## config.mk

```make
export PLATFORM = sky130hd
export DESIGN_NAME = cpu_run_sequencer
export DESIGN_NICKNAME = d
export VERILOG_FILES = /design/src/rtl/cpu_run_sequencer.sv
export SDC_FILE = /design/constraint.sdc
export NUM_CORES = 1
export LEC_CHECK = 0
export CAP_MARGIN = 30
export CELL_PAD_IN_SITES_DETAIL_PLACEMENT = 1
export CELL_PAD_IN_SITES_GLOBAL_PLACEMENT = 1
export CORE_ASPECT_RATIO = 0.8
export CORE_MARGIN = 2
export CORE_UTILIZATION = 32
export CTS_CLUSTER_SIZE = 20
export DETAILED_ROUTE_END_ITERATION = 8
export GPL_ROUTABILITY_DRIVEN = 1
export PLACE_DENSITY = 0.76
export SLEW_MARGIN = 15
export SYNTH_ARGS = -nofsm -noshare
export SYNTH_HDL_FRONTEND = slang
export SYNTH_SLANG_ARGS = --single-unit
```

## constraint.sdc

```tcl
create_clock -name clk -period 3.3 [get_ports clk]
set_input_delay 0.33 -clock clk [delete_from_list [all_inputs] [get_ports clk]]
set_output_delay 0.33 -clock clk [all_outputs]
set_load 0.02 [all_outputs]
```

## src/rtl/cpu_run_sequencer.sv

```systemverilog
// Autonomous job sequencer for the pipelined cpu: loads a program into instruction memory,
// runs the core for a fixed number of cycles, then streams a window of data memory out.
module cpu_run_sequencer #(
   parameter int IMEM_WORDS = 512,
   parameter int DMEM_WORDS = 1024,
   parameter int CNT_W      = 16
) (
   input  logic             clk,
   input  logic             rst,
   input  logic             start,
   input  logic [9:0]       prog_len,
   input  logic [CNT_W-1:0] run_cycles,
   input  logic [9:0]       dump_base,
   input  logic [10:0]      dump_len,
   input  logic             load_valid,
   input  logic [31:0]      load_data,
   output logic             load_ready,
   output logic             cpu_arst_n,
   output logic             cpu_enable,
   output logic [31:0]      addr_ext,
   output logic             wen_ext,
   output logic [31:0]      wdata_ext,
   output logic [31:0]      addr_ext_2,
   output logic             ren_ext_2,
   input  logic [31:0]      rdata_ext_2,
   output logic             dump_valid,
   output logic [31:0]      dump_data,
   input  logic             dump_ready,
   output logic             busy,
   output logic             done,
   output logic             err
);

   localparam logic [2:0] S_IDLE     = 3'd0;
   localparam logic [2:0] S_LOAD     = 3'd1;
   localparam logic [2:0] S_ARM      = 3'd2;
   localparam logic [2:0] S_RUN      = 3'd3;
   localparam logic [2:0] S_DUMP_RD  = 3'd4;
   localparam logic [2:0] S_DUMP_CAP = 3'd5;
   localparam logic [2:0] S_DUMP_OUT = 3'd6;
   localparam logic [2:0] S_DONE     = 3'd7;

   localparam logic [11:0] IMEM_LIM = 12'(IMEM_WORDS);
   localparam logic [11:0] DMEM_LIM = 12'(DMEM_WORDS);

   logic [2:0]       state_q, state_d;
   logic [9:0]       prog_len_q, prog_len_d;
   logic [CNT_W-1:0] run_cycles_q, run_cycles_d;
   logic [9:0]       dump_base_q, dump_base_d;
   logic [10:0]      dump_len_q, dump_len_d;
   logic [9:0]       idx_q, idx_d;
   logic [10:0]      j_q, j_d;
   logic [CNT_W-1:0] run_cnt_q, run_cnt_d;

   logic             load_ready_q, load_ready_d;
   logic             cpu_arst_n_q, cpu_arst_n_d;
   logic             cpu_enable_q, cpu_enable_d;
   logic [31:0]      addr_ext_q, addr_ext_d;
   logic             wen_ext_q, wen_ext_d;
   logic [31:0]      wdata_ext_q, wdata_ext_d;
   logic [31:0]      addr_ext_2_q, addr_ext_2_d;
   logic             ren_ext_2_q, ren_ext_2_d;
   logic             dump_valid_q, dump_valid_d;
   logic [31:0]      dump_data_q, dump_data_d;
   logic             busy_q, busy_d;
   logic             done_q, done_d;
   logic             err_q, err_d;

   logic [11:0]      prog_len_ext;
   logic [11:0]      dump_end;
   logic             cfg_bad;
   logic [11:0]      dump_word;

   // Config is judged on the raw inputs so a bad job never leaves IDLE for LOAD.
   always_comb begin
      prog_len_ext = {2'b00, prog_len};
      dump_end     = {2'b00, dump_base} + {1'b0, dump_len};
      cfg_bad      = (prog_len_ext > IMEM_LIM) || (dump_end > DMEM_LIM);
   end

   always_comb begin
      state_d      = state_q;
      prog_len_d   = prog_len_q;
      run_cycles_d = run_cycles_q;
      dump_base_d  = dump_base_q;
      dump_len_d   = dump_len_q;
      idx_d        = idx_q;
      j_d          = j_q;
      run_cnt_d    = run_cnt_q;
      addr_ext_d   = addr_ext_q;
      wen_ext_d    = 1'b0;
      wdata_ext_d  = wdata_ext_q;
      dump_data_d  = dump_data_q;
      err_d        = err_q;

      case (state_q)
         S_IDLE: begin
            if (start) begin
               prog_len_d   = prog_len;
               run_cycles_d = run_cycles;
               dump_base_d  = dump_base;
               dump_len_d   = dump_len;
               idx_d        = 10'd0;
               j_d          = 11'd0;
               run_cnt_d    = '0;
               err_d        = 1'b0;
               if (cfg_bad) begin
                  err_d   = 1'b1;
                  state_d = S_DONE;
               end else if (prog_len == 10'd0) begin
                  state_d = S_ARM;
               end else begin
                  state_d = S_LOAD;
               end
            end
         end
         S_LOAD: begin
            if (load_valid && load_ready_q) begin
               wen_ext_d   = 1'b1;
               addr_ext_d  = {20'd0, idx_q, 2'b00};
               wdata_ext_d = load_data;
               idx_d       = idx_q + 10'd1;
               if (idx_q + 10'd1 == prog_len_q) begin
                  state_d = S_ARM;
               end
            end
         end
         S_ARM: begin
            if (run_cycles_q != '0) begin
               run_cnt_d = run_cycles_q - 1'b1;
               state_d   = S_RUN;
            end else if (dump_len_q != 11'd0) begin
               state_d = S_DUMP_RD;
            end else begin
               state_d = S_DONE;
            end
         end
         S_RUN: begin
            // The counter is preloaded with run_cycles-1, so zero marks the last enabled cycle.
            if (run_cnt_q != '0) begin
               run_cnt_d = run_cnt_q - 1'b1;
            end else if (dump_len_q != 11'd0) begin
               state_d = S_DUMP_RD;
            end else begin
               state_d = S_DONE;
            end
         end
         S_DUMP_RD: begin
            state_d = S_DUMP_CAP;
         end
         S_DUMP_CAP: begin
            dump_data_d = rdata_ext_2;
            state_d     = S_DUMP_OUT;
         end
         S_DUMP_OUT: begin
            if (dump_ready) begin
               j_d = j_q + 11'd1;
               if (j_q + 11'd1 < dump_len_q) begin
                  state_d = S_DUMP_RD;
               end else begin
                  state_d = S_DONE;
               end
            end
         end
         default: begin
            state_d = S_IDLE;
         end
      endcase
   end

   // Status outputs are registered from the next state so they line up with the state they describe.
   always_comb begin
      dump_word    = {2'b00, dump_base_q} + {1'b0, j_d};
      load_ready_d = (state_d == S_LOAD);
      cpu_enable_d = (state_d == S_RUN);
      ren_ext_2_d  = (state_d == S_DUMP_RD);
      dump_valid_d = (state_d == S_DUMP_OUT);
      busy_d       = (state_d != S_IDLE);
      done_d       = (state_d == S_DONE);
      addr_ext_2_d = addr_ext_2_q;
      if (state_d == S_DUMP_RD) begin
         addr_ext_2_d = {18'd0, dump_word, 2'b00};
      end
      cpu_arst_n_d = cpu_arst_n_q;
      if (state_d == S_RUN) begin
         cpu_arst_n_d = 1'b1;
      end else if ((state_d == S_IDLE) || (state_d == S_LOAD) || (state_d == S_ARM)) begin
         cpu_arst_n_d = 1'b0;
      end
   end

   always_ff @(posedge clk) begin
      if (rst) begin
         state_q      <= S_IDLE;
         prog_len_q   <= '0;
         run_cycles_q <= '0;
         dump_base_q  <= '0;
         dump_len_q   <= '0;
         idx_q        <= '0;
         j_q          <= '0;
         run_cnt_q    <= '0;
      end else begin
         state_q      <= state_d;
         prog_len_q   <= prog_len_d;
         run_cycles_q <= run_cycles_d;
         dump_base_q  <= dump_base_d;
         dump_len_q   <= dump_len_d;
         idx_q        <= idx_d;
         j_q          <= j_d;
         run_cnt_q    <= run_cnt_d;
      end
   end

   always_ff @(posedge clk) begin
      if (rst) begin
         load_ready_q <= 1'b0;
         cpu_arst_n_q <= 1'b0;
         cpu_enable_q <= 1'b0;
         addr_ext_q   <= '0;
         wen_ext_q    <= 1'b0;
         wdata_ext_q  <= '0;
         addr_ext_2_q <= '0;
         ren_ext_2_q  <= 1'b0;
         dump_valid_q <= 1'b0;
         dump_data_q  <= '0;
         busy_q       <= 1'b0;
         done_q       <= 1'b0;
         err_q        <= 1'b0;
      end else begin
         load_ready_q <= load_ready_d;
         cpu_arst_n_q <= cpu_arst_n_d;
         cpu_enable_q <= cpu_enable_d;
         addr_ext_q   <= addr_ext_d;
         wen_ext_q    <= wen_ext_d;
         wdata_ext_q  <= wdata_ext_d;
         addr_ext_2_q <= addr_ext_2_d;
         ren_ext_2_q  <= ren_ext_2_d;
         dump_valid_q <= dump_valid_d;
         dump_data_q  <= dump_data_d;
         busy_q       <= busy_d;
         done_q       <= done_d;
         err_q        <= err_d;
      end
   end

   assign load_ready = load_ready_q;
   assign cpu_arst_n = cpu_arst_n_q;
   assign cpu_enable = cpu_enable_q;
   assign addr_ext   = addr_ext_q;
   assign wen_ext    = wen_ext_q;
   assign wdata_ext  = wdata_ext_q;
   assign addr_ext_2 = addr_ext_2_q;
   assign ren_ext_2  = ren_ext_2_q;
   assign dump_valid = dump_valid_q;
   assign dump_data  = dump_data_q;
   assign busy       = busy_q;
   assign done       = done_q;
   assign err        = err_q;

endmodule

```

[Yosys cells after proc, flatten, opt, wreduce, memory -nomap -nowiden]
Index checks and enable logic that the tools add are counted.
Storage, ports and cells
  register bits after elaboration: 182
  latch bits: 0
  bits in writable memories: 0
  ROM bits: 0
  input port bits: 116
  output and inout bits: 137
  word-level logic and storage cells: 92
  memories kept: 0
Operators by class
  add/subtract/negate cells: 6
  $mul: 0
  div/mod/pow operators: 0
  magnitude comparators: 3
  equal/unequal tests: 17
  shifts and indexed selects: 0
  multiplexer cells: 25
  bitwise operators: 1
  reductions and logical operators: 19
Operators by type and width (number)
  16-bit 2-to-1 mux: 3
  16-bit case mux with 3 select lines: 1
  16-bit nonzero test: 2
  16-bit by 1-bit subtractor with 16-bit output, second input constant: 2
  10-bit by 11-bit adder with 12-bit output: 2
  11-bit 2-to-1 mux: 2
  11-bit case mux with 2 select lines: 1
  3-bit 2-to-1 mux: 7
  3-bit case mux with 7 select lines: 1
  10-bit 2-to-1 mux: 2
  10-bit case mux with 2 select lines: 1
  3-bit == test, second input constant: 6
  3-bit by 2-bit == test with 1-bit output, second input constant: 4
  12-bit by 11-bit greater-than comparator with 1-bit output, second input constant: 1
  11-bit by 1-bit adder with 11-bit output, second input constant: 1
  11-bit less-than comparator: 1
  11-bit nonzero test: 1
  10-bit by 1-bit adder with 10-bit output, second input constant: 1
  10-bit == test: 1
  10-bit greater-than comparator, second input constant: 1
  10-bit logical NOT: 1
  2-bit != test, second input constant: 4
  3-bit by 1-bit == test with 1-bit output, second input constant: 2
  3-bit logical NOT: 2
  other kinds (11): 21

[Depth between registers and ports, before layout]
Gate-level depths: netlist of the first run.
  depth after elaboration: 11
  depth in mapped cells: 17
  mapped depth without buffers: 15

[Worst setup path before layout of the first run]
No wires, ideal clock.
  kind: reg2reg
  from: reg state_q[1]
  to: reg addr_ext_2_q[12] (netlist: addr_ext_2[12])
  library setup time: 0.086 ns
  arrival: 3.463 ns
  data required time: 3.214 ns
  slack: -0.248 ns
  stages on the path, launching flop included: 17
  path buffers: 1
  period minus slack after synthesis: 3.548 ns
  path through: dfxtp_1 > buf_2 > nand2b_1 > nor3_2 > nor2_1 > nand2_1 > o21ai_0 > ha_1 > fa_1 > a21o_1 > a21oi_1 > nor2b_1 > o21a_1 > o41ai_1 > o21ai_0 > xor2_1 > a211oi_1
Between the ends
  elaborated cells between the ends (all ways): 16
  those cells by class: 1 x add/sub; 7 x eq/ne; 7 x mux; 1 x reduce/logical
RTL lines
  start, declared: RTL line 46  | logic [2:0] state_q, state_d;
  start signal, assigned: RTL line 203  | state_q <= state_d;
  3-bit == test / 3-bit logical NOT (equally long branches): RTL line 96  | case (state_q)
  11-bit case mux with 2 select lines (*): RTL line 96
  via j_d[0]: RTL line 52  | logic [10:0] j_q, j_d;
  10-bit by 11-bit adder with 12-bit output (*): RTL line 173  | dump_word = {2'b00, dump_base_q} + {1'b0, j_d};
  end signal, assigned: RTL line 236  | addr_ext_2_q <= addr_ext_2_d;
  end, declared: RTL line 61  | logic [31:0] addr_ext_2_q, addr_ext_2_d;
The timed path passes the listed nets; every way through them passes the cells marked *.
A chain may end at the register's enable or synchronous reset.

[Worst setup path after layout of the first run]
  from: reg j_q[0]
  to: reg addr_ext_2_q[6] (netlist: addr_ext_2[6])
Between the ends
  word-level cells in the longest chain between the ends: 6
  elaborated cells between the ends (all ways): 10
  those cells by class: 2 x add/sub; 1 x order compare; 1 x eq/ne; 6 x mux
RTL lines
  start, declared: RTL line 52
  start signal, assigned: RTL line 209  | j_q <= j_d;
  11-bit by 1-bit adder with 11-bit output: RTL line 157, 158
  11-bit less-than comparator: RTL line 158  | if (j_q + 11'd1 < dump_len_q) begin
  2-bit 2-to-1 mux: RTL line 158
  3-bit 2-to-1 mux: RTL line 156  | if (dump_ready) begin
  3-bit case mux with 7 select lines: RTL line 96
  3-bit == test: RTL line 181  | if (state_d == S_DUMP_RD) begin
Several ways; a longest one is shown, not always the timed one.

==> results of run 1 <==
layout make-up:
type                            count  area (sq um)  share of cell area, %
Clock buffer                       17         425.4                  3.261
Clock inverter                     14         158.9                  1.218
Inverter                           27         101.3                 0.7770
Multi-Input combinational cell    933          5480                  42.01
Sequential cell                   182          3662                  28.08
Tap cell                          377         471.7                  3.616
Timing Repair Buffer              289          2744                  21.04
cells in the mapped netlist (3+ instances only):
library cell  count
nand2_1         292
dfxtp_1         182
a21oi_1         161
nor2_1           69
clkbuf_1         56
buf_4            44
o21ai_0          37
ha_1             33
xnor2_1          28
inv_1            27
nor3_1           26
nand3_1          24
mux2i_1          20
and2_1           16
xor2_1           12
and3_1           11
a211oi_1          9
nor4_1            9
a22o_1            8
o21a_1            8
o31ai_1           8
nand4_1           7
or3_1             7
a21o_1            6
a31oi_1           6
nand2b_1          5
nor2b_1           5
o211ai_1          5
a21boi_0          4
a32o_1            4
buf_1             4
buf_2             4
a2111oi_0         3
a221o_1           3
a22oi_1           3
nand3b_1          3
nor3b_1           3
o2111ai_1         3
o21bai_1          3
or4_1             3
worst paths after layout:
path	startpoint	endpoint
worst max-delay path	j_q[0]$_SDFF_PP0_	addr_ext_2[6]$_SDFFE_PP0P_
worst min-delay path	rst	addr_ext_2[10]$_SDFFE_PP0P_
worst max register to register	j_q[0]$_SDFF_PP0_	addr_ext_2[6]$_SDFFE_PP0P_
worst min register to register	addr_ext[6]$_SDFFE_PP0P_	addr_ext[6]$_SDFFE_PP0P_
metrics by stage:
step / setup WS (ps) / setup TNS (ps) / std cells / hold slack, ps
2_1_floorplan: -2.927 / -2.927 / 1252 / 440.6
3_3_place_gp: -309.1 / -912.4 / 1800 / 440.9
3_5_place_dp: -464.5 / -2458 / 1800 / 447.7
4_1_cts: 5.343 / 0 / 1831 / 249.9
5_1_grt: -151.6 / -672.7 / 1839 / 281.7
6_report: -43.42 / -43.42 / 1839 / 273.9
power groups by stage:
| stage | sequential, uW | clock, uW | combinational [uW] |
|---|---|---|---|
| 6_report | 2720 | 2090 | 3300 |
| 5_1_grt | 2760 | 2230 | 3590 |
| 4_1_cts | 2710 | 2150 | 3090 |
| 3_5_place_dp | 2760 | 0 | 3060 |
| 3_3_place_gp | 2750 | 0 | 2970 |
| 2_1_floorplan | 2790 | 0 | 1870 |
cell families (layout without fill, tap and decap cells):
group | after synthesis | after routing | share of synthesized area [%]
AOI/OAI and AO/OA | 298 | 298 | 19.93
xor gates and xnor gates | 40 | 40 | 3.715
adders and majority gates | 35 | 35 | 4.803
buffers and inverters | 137 | 347 | 7.417
DFF | 182 | 182 | 38.64
muxes | 21 | 21 | 2.242
other | 1 | 42 | 0.03977
and+or+nand+nor | 497 | 497 | 23.22
worst max-delay path, cell delays in order (launching register included):
cell and delay, ps:
dfxtp_4 380, ha_4 170, nand3_4 130, nor2_4 150, xnor2_2 140, inv_1 80, ha_1 300, a211o_1 270
o211ai_1 110, o211ai_1 190, a21oi_1 220, o2111a_2 280, and4_4 290, clkbuf_16 170, mux2i_1 260, nor2_1 90
flip-flops by register name, summed over array words and instances (netlist names), 10 cells and up:
name and count:
dump_data 32, wdata_ext 32, run_cnt_q 16, run_cycles_q 16
addr_ext_2 12, dump_len_q 11, j_q 11, addr_ext 10
dump_base_q 10, idx_q 10, prog_len_q 10
repair_timing:
action | in CTS | in global routing
hold endpoints to repair | 0 | 0
endpoints found under the setup margin | 14 | 17
gates cloned | 0 | 1
gates resized for setup | 7 | 60
buffers inserted | 0 | 7
pin swaps | 0 | 22
metal layers:
layer	vias to the layer above	share of wire, %
met5	-	0
li1	4569	-
met3	32	4.8
met4	0	1.4
met1	4598	46
met2	201	48
==> impl_results.md, run 1 <==
* Status: complete, but fails checks
* Violated checks: setup timing
* Via count at 9400
* Cell count of the worst hold path at 2
* Register area share after synthesis at 38.64%
* Final Hold Viols at 0
* Met3 usage at 4.371%
* H-tree Lvls at 4
* Starting density of the core at 32.35%
* Area grow syn2layout at 38.32%
* Post-CTS Hold Buffers at 0
* Top-area cell type share of the netlist area at 38.64%
* Final setup viols at 1
* Grt met1 use at 27.35%
* Mapped cell area at 9430 sq um
* Post-route cell area at 13040 sq um
* Maxcap violations at 0
* Clock Sinks at 182
* CTS root buf: clkbuf_16
* Sequential Power Share at 33.6%
* Initial antenna violation count at 0
* Pwr dens at 621.8 nW/um^2
* Total power at 8110 uW
* Post-synthesis cell type count at 77
* Synth Warn # at 0
* Hold Path Class: in -> reg
* Worst-Margin Slew at 958.8 ps
* Crit path DAT at 3670 ps
* Async SR Flop Fraction at 0%
* Combinational share of power at 40.6%
* Commonest non-fill, non-tap cell in the layout: nand2_1
* CTS Buffer Depth at 2
* Syn Inst Count at 1211
* Most frequent cells in the layout: nand2_1 (289), clkdlybuf4s50_1 (208), dfxtp_1 (175), a21oi_1 (160), buf_4 (73)
* Reg2Reg Setup Slack at -40 ps
* Routed len/inst at 17.87 um
* Crit Path Class: reg -> reg
* CP Max Fanout at 6
* Final worst setup slack at -43.42 ps
* Pint at 4947 uW
* RSZ-0062 raised after global routing: true
* Worst rel slew slack at 36.08%
* Share of cells above drive strength 1 at 11.83%
* Worst setup SP type: register
* # fillers at 3510
* Syn_area_per_cell at 7.787 sq um
* Sw Share at 39.01%
* TritonRoute pass-1 iters at 4
* Site Rows at 56
* Die Area at 30870 sq um
* Largest net degree at the start of global routing at 85
* CTS tree: yes
* Synth area leader: dfxtp_1
* Clk_skew at 21.16 ps
* First-pass GRT wire length at 50.20 mm
* Routed Antenna Nets at 0
* DP HPWL at 23.32 mm
* DP Area at 12130 sq um
* EDFF count, synth at 0
* Leak Pwr at 0.004847 uW
* # port buffers at 210
* Diodes inserted at 0
* Fmax at 299.1 MHz
* Final Net Count at 1601
* Worst r2r path cells at 15
* Gpl congestion at 0.8331
* Core ar. at 29150 sq um
* Register bit total from synthesis at 182
* Clock share of power at 25.8%
* Vias in the first global route at 9373
* Clk_lat worst skew at 450 ps
* Total wire length at 32.86 mm
* GRT overflow at 0
* Final period utilization at 101.3%
* Worst setup EP type: register
* I/O pins at 253
* Clock-pin slew on the worst setup and hold paths at 90 ps
* Die H at 157.5 um
* Maximum vdd ir drop at 460.5 uV
* Sw Pwr at 3164 uW
* Synth area leaders: dfxtp_1 (39%), nand2_1 (12%), a21oi_1 (8.5%)
* Core Util, Final at 44.75%
* DRC Markers at 0
* Vias per cell at 5.111
* Tot GR Track Use at 20.38%
* Top Usage Layer GRT: met2
* Total CTS buffers at 17
* M2 GR Usage at 33.45%
* Pins Over Slew Limit at 0
* Top_reg_cell synth: dfxtp_1
* Worst Path Required at 3630 ps
* Starting DRT DRC Count at 550
* DIE WIDTH at 195.9 um
* Minimum clock period at 3343 ps
(Power assumes the default switching activity.)
==> run 2: changes to the inputs <==
- REMOVE_ABC_BUFFERS: unset -> 1
==> run 2 against run 1 <==
Compared with the run above: fmax rose by 4.6%; cell count fell by 0.49%; clock power fell by 4%; the flow now finishes without violations; wire length fell by 5.3%; register-to-register slack improved by 150 ps; die area did not move; via count fell by 2.2%; first-iteration DRC count fell by 31%.
==> impl_results.md, run 2 (same netlist as run 1, synthesis figures left out) <==
* Worst setup SP type: register
* Final period utilization at 96.84%
* Pwr dens at 612.2 nW/um^2
* Site Rows at 56
* Routed len/inst at 17.00 um
* Vias in the first global route at 9313
* Most frequent cells in the layout: nand2_1 (292), clkdlybuf4s50_1 (208), dfxtp_1 (175), a21oi_1 (159), buf_4 (67)
* H-tree Lvls at 4
* Sw Share at 38.16%
* Core ar. at 29150 sq um
* Share of cells above drive strength 1 at 10.54%
* Maxcap violations at 0
* Vias per cell at 5.022
* CTS Buffer Depth at 2
* Tot GR Track Use at 19.48%
* Total CTS buffers at 17
* Routed Antenna Nets at 0
* Status: completed
* Crit Path Class: reg -> reg
* Worst rel slew slack at 47.94%
* CP dominant cell by count: nand3_2
* Die Area at 30870 sq um
* Pins Over Slew Limit at 0
* Area grow syn2layout at 36.55%
* Pint at 4875 uW
* Final Net Count at 1590
* Sequential Power Share at 34.2%
* DP HPWL at 22.26 mm
* Final Hold Viols at 0
* First-pass GRT wire length at 48.31 mm
* Clock share of power at 25.5%
* DIE WIDTH at 195.9 um
* Final Non-Filler Cells at 1830
* Initial antenna violation count at 1
* Fmax at 312.9 MHz
* Clock-pin slew on the worst setup and hold paths at 70 ps
* Clock Sinks at 182
* Starting DRT DRC Count at 377
* Starting density of the core at 32.35%
* Clk_lat worst skew at 440 ps
* Crit-path max cell delay at 380 ps
* Commonest non-fill, non-tap cell in the layout: nand2_1
* Sw Pwr at 3009 uW
* Total wire length at 31.11 mm
* Worst Path Required at 3610 ps
* GRT overflow at 0
* Largest net degree at the start of global routing at 62
* CTS root buf: clkbuf_16
* Via count at 9190
* Clk_skew at 9.691 ps
* Combinational share of power at 40.4%
* Crit path DAT at 3500 ps
* TritonRoute pass-1 iters at 4
* Critical path's slowest cell: dfxtp_4
* Final setup viols at 0
* CTS tree: yes
* Worst setup EP type: register
* DRC Markers at 0
* CP Max Fanout at 8
* Worst-Margin Slew at 761.2 ps
* I/O pins at 253
* Dpl cells at 1788
* Maximum vdd ir drop at 420.9 uV
* Worst path cell trace: nand3_2, nor2_2, nand3_2, inv_2, and3_4, xor2_4, ha_2, or2_2, a31oi_1, o211ai_1, a21oi_1, o2111a_1, and4_4, buf_12, mux2i_1, nor2_1
* Minimum clock period at 3196 ps
* # port buffers at 210
* Leak Pwr at 0.004748 uW
* Setup_tns at 0 ps
* Die H at 157.5 um
* Post-CTS Hold Buffers at 0
* Hold Path Class: in -> reg
* Gpl congestion at 0.8405
-- run 2: layer usage --
layer | vias up | GRT usage (%) | wire length (um)
met5 | - | 0 | 12
met3 | 36 | 5.335 | 1641
met1 | 4420 | 25.55 | 14280
li1 | 4545 | - | -
met4 | 2 | 4.798 | 407
met2 | 187 | 31.79 | 14770
-- run 2: per-stage QoR --
step	instance area [sq um]	utilization, %	setup slack (ps)	power [uW]	hold WS (ps)
floorplan	8986	-	-1768	4498	399.1
global placement	12030	41.27	-372.3	5696	440.6
detailed placement	12030	41.27	-514.8	5803	447.5
CTS	12650	43.39	2.575	7872	364.3
global route	12870	44.17	-23.16	8375	402.7
finish	12880	44.18	104.2	7884	377.4
-- run 2: final cells by class --
type,instances,area (sq um)
inverter,27,101.3
timing repair buffer,278,2643
clock inverter,15,131.4
multi-input combinational,933,5440
antenna,1,2.502
sequential,182,3662
tap,377,471.7
clock buffer,17,425.4
fill,3492,16270
-- run 2: path summary, 6_finish.rpt --
kind | startpoint | end | cells past startpoint | slack, ps
setup / recovery | j_q[3]$_SDFF_PP0_ | addr_ext_2[6]$_SDFFE_PP0P_ | 16 | 100
hold reg to reg | wdata_ext[30]$_SDFFE_PP0P_ | wdata_ext[30]$_SDFFE_PP0P_ | 2 | 450
hold / removal | rst | run_cycles_q[4]$_SDFFE_PP0P_ | 2 | 380
setup reg to reg | j_q[3]$_SDFF_PP0_ | addr_ext_2[6]$_SDFFE_PP0P_ | 16 | 100
-- run 2: timing repair --
item                                   4_1_cts  5_1_grt
resized for setup                           18       32
endpoints found under the hold margin        0        0
setup endpoints to repair                   16       16
pin swaps                                    3       13
buffers inserted                             1        7
gates cloned                                 0        1
-- run 2: worst max-delay path: cells and delay by family (launching register included) --
kind | cells | cell delay [ps]
and+or+nand+nor | 7 | 1230
AOI/OAI and AO/OA | 4 | 740
DFF | 1 | 380
buffers and inverters | 2 | 230
muxes | 1 | 200
adders and majority gates | 1 | 190
xor gates and xnor gates | 1 | 80
-- run 2: power by group through the flow --
stage          Sequential, uW  Clock (uW)  Combinational, uW
2_1_floorplan            2820           0               1680
3_3_place_gp             2730           0               2970
3_5_place_dp             2740           0               3060
4_1_cts                  2690        2070               3110
5_1_grt                  2730        2160               3480
6_report                 2690        2010               3180
